[src/rtl/nim_pkg.sv]
// Shared types and constants for the NIM pulse-pair generator.
package nim_pkg;

    localparam int unsigned NIM_CHANNELS = 4;

    typedef enum logic [1:0] {
        IDLE,
        DELAY,
        STOP_WAIT,
        HOLD
    } nim_gen_state_t;

    typedef logic [1:0] nim_sel_t;

endpackage

[src/rtl/nim_pulse_pair_gen_if.sv]
// Interval-word stream: host pushes 32-bit start-to-stop intervals with valid/ready.
interface nim_pulse_pair_gen_if;

    logic [31:0] data;
    logic        valid;
    logic        ready;

    modport master (
        output data,
        output valid,
        input  ready
    );

    modport slave (
        input  data,
        input  valid,
        output ready
    );

endinterface

[src/rtl/nim_pulse_stretcher.sv]
// One-shot: active for exactly i_width cycles starting the cycle after i_fire.
// A re-fire while active restarts the count.
module nim_pulse_stretcher #(
    parameter int unsigned PW_BITS = 8
) (
    input  logic               i_clk,
    input  logic               i_reset,
    input  logic               i_fire,
    input  logic [PW_BITS-1:0] i_width,
    output logic               o_active_next,
    output logic               o_last
);

    logic [PW_BITS-1:0] r_cnt;
    logic [PW_BITS-1:0] w_cnt_d;

    always_comb begin
        w_cnt_d = r_cnt;
        if (i_fire) begin
            w_cnt_d = i_width;
        end else if (r_cnt != '0) begin
            w_cnt_d = r_cnt - 1'b1;
        end
    end

    always_ff @(posedge i_clk) begin
        if (i_reset) begin
            r_cnt <= '0;
        end else begin
            r_cnt <= w_cnt_d;
        end
    end

    // Next-cycle view lets the top register its outputs without adding latency.
    assign o_active_next = (w_cnt_d != '0);
    assign o_last        = (r_cnt == PW_BITS'(1));

endmodule

[src/rtl/nim_pulse_pair_gen.sv]
// Programmable NIM start/stop pulse-pair generator: one start pulse, then a stop
// pulse D cycles later, per accepted interval word, followed by an optional holdoff.
module nim_pulse_pair_gen
    import nim_pkg::*;
#(
    parameter int unsigned NUM_OUT = NIM_CHANNELS,
    parameter int unsigned PW_BITS = 8
) (
    input  logic               i_clk,
    input  logic               i_reset,
    nim_pulse_pair_gen_if.slave s_in,
    input  logic               i_enable,
    input  nim_sel_t           i_start_sel,
    input  nim_sel_t           i_stop_sel,
    input  logic [PW_BITS-1:0] i_pulse_width,
    input  logic [31:0]        i_holdoff,
    output logic [NUM_OUT-1:0] o_outputs,
    output logic               o_busy,
    output logic [31:0]        o_pair_count
);

    nim_gen_state_t     r_state, w_state_d;
    logic [31:0]        r_cnt, w_cnt_d;
    logic [31:0]        r_hold;
    logic [PW_BITS-1:0] r_width;
    nim_sel_t           r_start_sel, r_stop_sel;
    logic [31:0]        r_pair_count;
    logic [NUM_OUT-1:0] r_outputs, w_outputs_d;

    logic               w_ready, w_accept, w_stop_fire, w_pair_done;
    logic [PW_BITS-1:0] w_width;
    nim_sel_t           w_start_sel, w_stop_sel;
    logic               w_start_next, w_stop_next, w_start_last, w_stop_last;

    assign w_ready    = (r_state == IDLE) && i_enable && !i_reset;
    assign w_accept   = w_ready && s_in.valid;
    assign s_in.ready = w_ready;

    // Config is taken live in the accept cycle so D=0 and the start pulse see it immediately.
    assign w_width     = !w_accept ? r_width :
                         (i_pulse_width == '0) ? PW_BITS'(1) : i_pulse_width;
    assign w_start_sel = w_accept ? i_start_sel : r_start_sel;
    assign w_stop_sel  = w_accept ? i_stop_sel : r_stop_sel;

    nim_pulse_stretcher #(.PW_BITS(PW_BITS)) u_start (
        .i_clk         (i_clk),
        .i_reset       (i_reset),
        .i_fire        (w_accept),
        .i_width       (w_width),
        .o_active_next (w_start_next),
        .o_last        (w_start_last)
    );

    nim_pulse_stretcher #(.PW_BITS(PW_BITS)) u_stop (
        .i_clk         (i_clk),
        .i_reset       (i_reset),
        .i_fire        (w_stop_fire),
        .i_width       (w_width),
        .o_active_next (w_stop_next),
        .o_last        (w_stop_last)
    );

    always_comb begin
        w_state_d   = r_state;
        w_cnt_d     = r_cnt;
        w_stop_fire = 1'b0;
        w_pair_done = 1'b0;
        unique case (r_state)
            IDLE: begin
                if (w_accept) begin
                    if (s_in.data == '0) begin
                        w_stop_fire = 1'b1;
                        w_state_d   = STOP_WAIT;
                    end else begin
                        w_cnt_d   = s_in.data - 32'd1;
                        w_state_d = DELAY;
                    end
                end
            end
            DELAY: begin
                if (r_cnt == '0) begin
                    w_stop_fire = 1'b1;
                    w_state_d   = STOP_WAIT;
                end else begin
                    w_cnt_d = r_cnt - 32'd1;
                end
            end
            STOP_WAIT: begin
                if (w_stop_last) begin
                    w_pair_done = 1'b1;
                    if (r_hold == '0) begin
                        w_state_d = IDLE;
                    end else begin
                        w_cnt_d   = r_hold - 32'd1;
                        w_state_d = HOLD;
                    end
                end
            end
            HOLD: begin
                if (r_cnt == '0) begin
                    w_state_d = IDLE;
                end else begin
                    w_cnt_d = r_cnt - 32'd1;
                end
            end
            default: w_state_d = IDLE;
        endcase
    end

    always_comb begin
        w_outputs_d = '0;
        for (int unsigned i = 0; i < NUM_OUT; i++) begin
            w_outputs_d[i] = (w_start_next && (w_start_sel == nim_sel_t'(i))) ||
                             (w_stop_next && (w_stop_sel == nim_sel_t'(i)));
        end
    end

    always_ff @(posedge i_clk) begin
        if (i_reset) begin
            r_state      <= IDLE;
            r_cnt        <= '0;
            r_hold       <= '0;
            r_width      <= PW_BITS'(1);
            r_start_sel  <= '0;
            r_stop_sel   <= '0;
            r_pair_count <= '0;
            r_outputs    <= '0;
        end else begin
            r_state   <= w_state_d;
            r_cnt     <= w_cnt_d;
            r_width   <= w_width;
            r_outputs <= w_outputs_d;
            if (w_accept) begin
                r_hold      <= i_holdoff;
                r_start_sel <= i_start_sel;
                r_stop_sel  <= i_stop_sel;
            end
            if (w_pair_done) begin
                r_pair_count <= r_pair_count + 32'd1;
            end
        end
    end

    assign o_outputs    = r_outputs;
    assign o_busy       = (r_state != IDLE);
    assign o_pair_count = r_pair_count;

    logic w_unused;
    assign w_unused = w_start_last;

endmodule

[src/flat_wrapper.sv]
// flat-port wrapper written by rule: the top's interface ports become plain ports
module nim_pulse_pair_gen_flat import nim_pkg::*;
#(
    parameter int unsigned NUM_OUT = NIM_CHANNELS,
    parameter int unsigned PW_BITS = 8
)
  (i_clk, i_reset, i_enable, i_start_sel, i_stop_sel, i_pulse_width, i_holdoff, o_outputs, o_busy, o_pair_count, s_in_data, s_in_valid, s_in_ready);
  nim_pulse_pair_gen_if s_in_i ();
  input  logic i_clk;
  input  logic i_reset;
  input  logic i_enable;
  input  nim_sel_t i_start_sel;
  input  nim_sel_t i_stop_sel;
  input  logic [PW_BITS-1:0] i_pulse_width;
  input  logic [31:0] i_holdoff;
  output logic [NUM_OUT-1:0] o_outputs;
  output logic o_busy;
  output logic [31:0] o_pair_count;
  input wire logic [$bits(s_in_i.data)-1:0] s_in_data;
  input wire logic [$bits(s_in_i.valid)-1:0] s_in_valid;
  output wire logic [$bits(s_in_i.ready)-1:0] s_in_ready;
  assign s_in_i.data = s_in_data;
  assign s_in_i.valid = s_in_valid;
  assign s_in_ready = s_in_i.ready;
  nim_pulse_pair_gen #(.NUM_OUT(NUM_OUT), .PW_BITS(PW_BITS)) u_core (.i_clk(i_clk), .i_reset(i_reset), .s_in(s_in_i), .i_enable(i_enable), .i_start_sel(i_start_sel), .i_stop_sel(i_stop_sel), .i_pulse_width(i_pulse_width), .i_holdoff(i_holdoff), .o_outputs(o_outputs), .o_busy(o_busy), .o_pair_count(o_pair_count));
endmodule
[config.mk]
export PLATFORM = sky130hd
export DESIGN_NAME = nim_pulse_pair_gen_flat
export DESIGN_NICKNAME = d
export VERILOG_FILES = /design/src/rtl/nim_pkg.sv /design/src/rtl/nim_pulse_pair_gen_if.sv /design/src/rtl/nim_pulse_stretcher.sv /design/src/rtl/nim_pulse_pair_gen.sv /design/src/flat_wrapper.sv
export SDC_FILE = /design/constraint.sdc
export NUM_CORES = 1
export LEC_CHECK = 0
export ABC_AREA = 1
export CAP_MARGIN = 30
export CORE_MARGIN = 2
export CORE_UTILIZATION = 38
export CTS_CLUSTER_DIAMETER = 50
export CTS_CLUSTER_SIZE = 40
export DETAILED_ROUTE_END_ITERATION = 10
export PLACE_DENSITY_LB_ADDON = 0.12
export SYNTH_ARGS = -nofsm -noshare
export SYNTH_HDL_FRONTEND = slang
export SYNTH_SLANG_ARGS = --single-unit
[constraint.sdc]
create_clock -name i_clk -period 2.9 [get_ports i_clk]
set_input_delay 0.87 -clock i_clk [delete_from_list [all_inputs] [get_ports i_clk]]
set_output_delay 0.87 -clock i_clk [all_outputs]
set_load 0.1 [all_outputs]
Word-level counts from Yosys, hierarchy flattened
Index checks and enable logic that the tools add are counted.
W data, S select, Z words.
Operators by class
  add/subtract/negate cells: 6
  equality and inequality tests: 17
  multiplexer cells: 27
  reductions and logical operators: 31
Operators with widths (number)
  $mux W32: 5
  $logic_not A32 Y1: 3
  $pmux W32 S3: 1
  $sub A32 B1 Y32 const B: 3
  $mux W8: 6
  $add A32 B1 Y32 const B: 1
  $reduce_bool A8 Y1: 4
  $mux W2: 8
  $sub A8 B1 Y8 const B: 2
  $eq A2 B2 Y1 const B: 6
  $logic_and A1 B1 Y1: 11
  $ne A2 B2 Y1 const B: 5
  $eq A8 B1 Y1 const B: 1
  $logic_not A8 Y1: 1
  $pmux W2 S4: 1
  $eq A2 B1 Y1 const B: 3
  $logic_not A2 Y1: 3
  $mux W1: 5
  $reduce_and A5 Y1: 1
  $logic_or A1 B1 Y1: 4
  $ne A2 B1 Y1 const B: 2
  $reduce_and A4 Y1: 1
  $pmux W1 S2: 1
  $reduce_bool A2 Y1: 1
  2 further kinds: 2
Storage, ports and cells
  register bits: 130
  bits of input ports: 80
  word-level logic and storage cells: 91

Logic depth before layout (Yosys ltp)
  depth in word-level cells: 10
  depth in mapped cells: 17

Hierarchy
From an unflattened synthesis, not the netlist that was laid out.
Unflattened totals
  cells, all modules: 1388
  area total of the unflattened synthesis: 8385.5 um2
Modules (own cells, without submodules)
  nim_pulse_pair_gen: instances 1, cells an instance 1210, area an instance 7229.4 um2, seq. area each 2282.2 um2
  nim_pulse_stretcher: instances 2, cells an instance 89, area an instance 578.1 um2, seq. area each 160.2 um2

Worst setup path after synthesis
Ideal clock, no wire load.
  kind: input port to flip-flop
  start: input port i_reset
  end: register u_core.r_cnt[16]
  setup time: 0.117 ns
  arrival: 2.791 ns
  slack: -0.008 ns
  stages on the path: 14
  buffers on the path: 3
  cells stage by stage: buf_2 > inv_2 > nand2_1 > nor2_4 > nand2_4 > inv_4 > o22ai_1 > a21o_1 > nor2_2 > buf_4 > buf_4 > nand2_1 > nor2_1 > nor2_1
Between the ends
  word-level cells in the longest chain between the ends: 5
Ends and longest elaborated chain
  from (decl): line flat_wrapper.sv:10  | input logic i_reset;
  $logic_not A1 Y1: line nim_pulse_pair_gen.sv:35  | assign w_ready = (r_state == IDLE) && i_enable && !i_reset;
  $logic_and A1 B1 Y1: line nim_pulse_pair_gen.sv:35
  net s_in_ready: line flat_wrapper.sv:21  | output wire logic [$bits(s_in_i.ready)-1:0] s_in_ready;
  $logic_and A1 B1 Y1: line nim_pulse_pair_gen.sv:36  | assign w_accept = w_ready && s_in.valid;
  $ne A2 B2 Y1 (no line)
  $reduce_and A5 Y1 (no line)
  to (signal assigned): line nim_pulse_pair_gen.sv:130  | r_cnt <= w_cnt_d;
  to (decl): line nim_pulse_pair_gen.sv:23  | logic [31:0] r_cnt, w_cnt_d;
The timed path passes the listed nets, and every way through them passes these cells.
A chain may end at the register's enable or synchronous reset.

Final worst setup path
  start: input port s_in_data[30]
  end: register u_core.r_outputs[3] (netlist: u_core.o_outputs[3])
Between the ends
  word-level cells in the longest chain between the ends: 8
Ends and longest elaborated chain
  from (decl): line flat_wrapper.sv:19  | input wire logic [$bits(s_in_i.data)-1:0] s_in_data;
  $logic_not A32 Y1: line nim_pulse_pair_gen.sv:71  | if (s_in.data == '0) begin
  $mux W1: line nim_pulse_pair_gen.sv:71
  $mux W1: line nim_pulse_pair_gen.sv:70  | if (w_accept) begin
  $pmux W1 S2: line nim_pulse_pair_gen.sv:68  | unique case (r_state)
  $mux W8: line nim_pulse_stretcher.sv:19  | if (i_fire) begin
  $reduce_bool A8 Y1: line nim_pulse_stretcher.sv:35  | assign o_active_next = (w_cnt_d != '0);
  $logic_and A1 B1 Y1: line nim_pulse_pair_gen.sv:114  | (w_stop_next && (w_stop_sel == nim_sel_t'(i)));
  $logic_or A1 B1 Y1: line nim_pulse_pair_gen.sv:113  | w_outputs_d[i] = (w_start_next && (w_start_sel == nim_sel_t'(i))) ||
  to (signal assigned): line nim_pulse_pair_gen.sv:132  | r_outputs <= w_outputs_d;
  to (decl): line nim_pulse_pair_gen.sv:28  | logic [NUM_OUT-1:0] r_outputs, w_outputs_d;
No other way between the ends.

==> impl_metrics.tcl <==
set metrics [dict create \
    tns_ns 0 \
    drt_iter0_drc 468 \
    grt_usage 0.2211 \
    io_pins 118 \
    clockBufferDepth 2 \
    viasPerCell 4.960 \
    portBuffers 117 \
    clock_latency_ns 0.43 \
    p_leak_nw 4.242 \
    initial_core_util 0.3852 \
    routed_wl_mm 23.52 \
    path_max_fanout 9 \
    status "complete, no violations" \
    synth-edff-count 0 \
    relSlewSlack 0.5124 \
    r2r_start "u_core.r_state[1]$_SDFFE_PP0P_" \
    die_w_um 146.8 \
    layout_common_cells "nand2_1 (295), nor2_1 (205), dfxtp_1 (130)" \
    syn_inst 1188 \
    antenna_found_initial 0 \
    rsz0062_at_grt "no" \
    tightest_slew_ns 0.7314 \
    htreeDepth 4 \
    setup_viol 0 \
    min_period_ns 2.716 \
    drv_slew 0 \
    post_synth.cell_area_avg_um2 6.518 \
    drive_above_1_share 0.1433 \
    antenna_cells 0 \
    grt_pass1_wl_mm 38.34 \
    startpoint "s_in_data[30]" \
    min_path_type "register to register" \
    grt_max_degree 66 \
    cts_hold_buf 0 \
    synth.net_count 1275 \
    synth_area_mm2 0.007744 \
    start_kind "primary input" \
    fin_nets 1429 \
    fin_crit_sh 0.9365 \
    place_hpwl_mm 17.62 \
    cp.arrival_ns 3.05 \
    synth_top_cell_area_share 0.3361 \
    ys_seq_elements 130 \
    holdWs_ns 0.4728 \
    cts_made_buffers 17 \
    final_area_mm2 0.009997 \
    cts_tree "done" \
    p_per_area_mw_per_mm2 901.8 \
    ctsRootBufferMaster "clkbuf_16" \
    avgRoutedWirePerCell_um 14.48 \
    hold_start "u_core.r_hold[27]$_SDFFE_PP0N_" \
    dieArea_mm2 0.02154 \
    clock-skew-final_ns 0.01082 \
    cts_resized 0 \
    cts.sinks 130 \
    path_clk_slew_ns 0.06 \
    dpl-instance-area_mm2 0.009425 \
    post_cts_buffers 0 \
    endpoint_kind "register" \
    required_ns 3.24 \
    num_vias 8055 \
    first_pass_iters 5 \
    ys.warnings.count 0 \
    die_y_um 146.8 \
    fp.coreArea_mm2 0.02010 \
    grt-ovfl-total 0 \
    ir_worst_vdd_uv 521.2 \
    final_common_cell "nand2_1" \
    route.detailed.drc 0 \
    seq_area_frac_synth 0.3361 \
    grt_pass1_vias 7639 \
    synth_flop_cell "dfxtp_1" \
    rows 52 \
    synth_area_leaders "dfxtp_1 (34%), nand2_1 (14%), nor2_1 (9.9%)" \
    yosys.cell_types.count 54 \
    antenna_left 0 \
    maxCapViolCount 0 \
    area_growth_pct 29.10 \
    crit_type "primary input to register" \
    globalplace.congestion 0.8830 \
    synth_area_leader_cell "dfxtp_1" \
    finalHoldViolations 0 \
    clock.fmax_mhz 368.2 \
    async_flop_share 0 \
]
-- through the flow --
stage	utilization	cells	power [mW]	setup WS, ns
finish	0.4973	1624	9.016	0.1841
global route	0.4973	1624	9.736	0.01932
CTS	0.4973	1624	9.049	0.2181
detailed placement	0.4688	1593	6.904	-0.1867
global placement	0.4688	1593	6.896	-0.1459
floorplan	-	1188	5.696	0.01664
-- logic make-up (layout without fill, tap and decap cells) --
logic type / Yosys count / count (layout) / share of synthesized area
xor gates and xnor gates: 31 / 31 / 0.03506
DFF: 130 / 130 / 0.3361
AOI/OAI and AO/OA: 184 / 184 / 0.1495
adders and majority gates: 7 / 7 / 0.01131
and+or+nand+nor: 671 / 671 / 0.3789
buffers and inverters: 165 / 331 / 0.08919
-- metal layers --
layer,global-route usage,routed length (µm)
met4,0.06699,400
met2,0.3704,11320
met1,0.2925,10910
met3,0.03727,882
met5,0,0
-- flip-flops by register name, summed over array words and instances (netlist names) --
register	flops
u_core.r_hold	32
u_core.o_outputs	4
u_core.r_start_sel	2
u_core.r_stop_sel	2
u_core.o_pair_count	32
u_core.r_state	2
u_core.u_stop.r_cnt	8
u_core.u_start.r_cnt	8
u_core.r_width	8
u_core.r_cnt	32
-- cell usage after synthesis, drive strengths merged, types with 13 or more instances --
master	instances
dfxtp	130
nor4	13
o21ai	72
nand3	73
nor3	25
nand4	16
nor2	222
xnor2	14
inv	126
a21oi	71
xor2	17
nand2	306
clkbuf	20
o221ai	21
buf	19
-- layout make-up --
cell class / instances / area, µm²
clock inverters: 9 / 107.6
fillers: 2059 / 10110
clock buffers: 22 / 464.2
well taps: 270 / 337.8
repair buffers: 174 / 1549
multi-input cells: 893 / 4456
flip-flops and latches: 130 / 2603
inverters: 126 / 480.5
-- critical path: stages --
cell and delay, ns:
clkdlybuf4s50_1 0.48, nor2_1 0.12, nand3_1 0.08, nor2_1 0.20, nand2_1 0.09, nor2_1 0.24
nand2_2 0.19, nand2_1 0.24, nand2_1 0.11, nand2_1 0.08, nor2_1 0.05, nand2_1 0.09
nor2_1 0.06, o21ai_0 0.17
-- power breakdown --
part | switching (mW) | internal [mW] | total [mW]
registers | 0.307 | 2.17 | 2.48
clock network | 0.819 | 1.30 | 2.12
logic | 2.78 | 1.63 | 4.42
total | 3.91 | 5.11 | 9.02
-- path summary, 6_finish.rpt --
kind                               endpoint  slack, ns  depth (start not counted)
max          u_core.o_outputs[3]$_SDFF_PP0_       0.18                         14
min          u_core.r_hold[27]$_SDFFE_PP0N_       0.47                          2
max reg2reg   u_core.r_cnt[29]$_SDFFE_PP0P_       0.60                         13
min reg2reg  u_core.r_hold[27]$_SDFFE_PP0N_       0.47                          2
(Power assumes the default switching activity.)
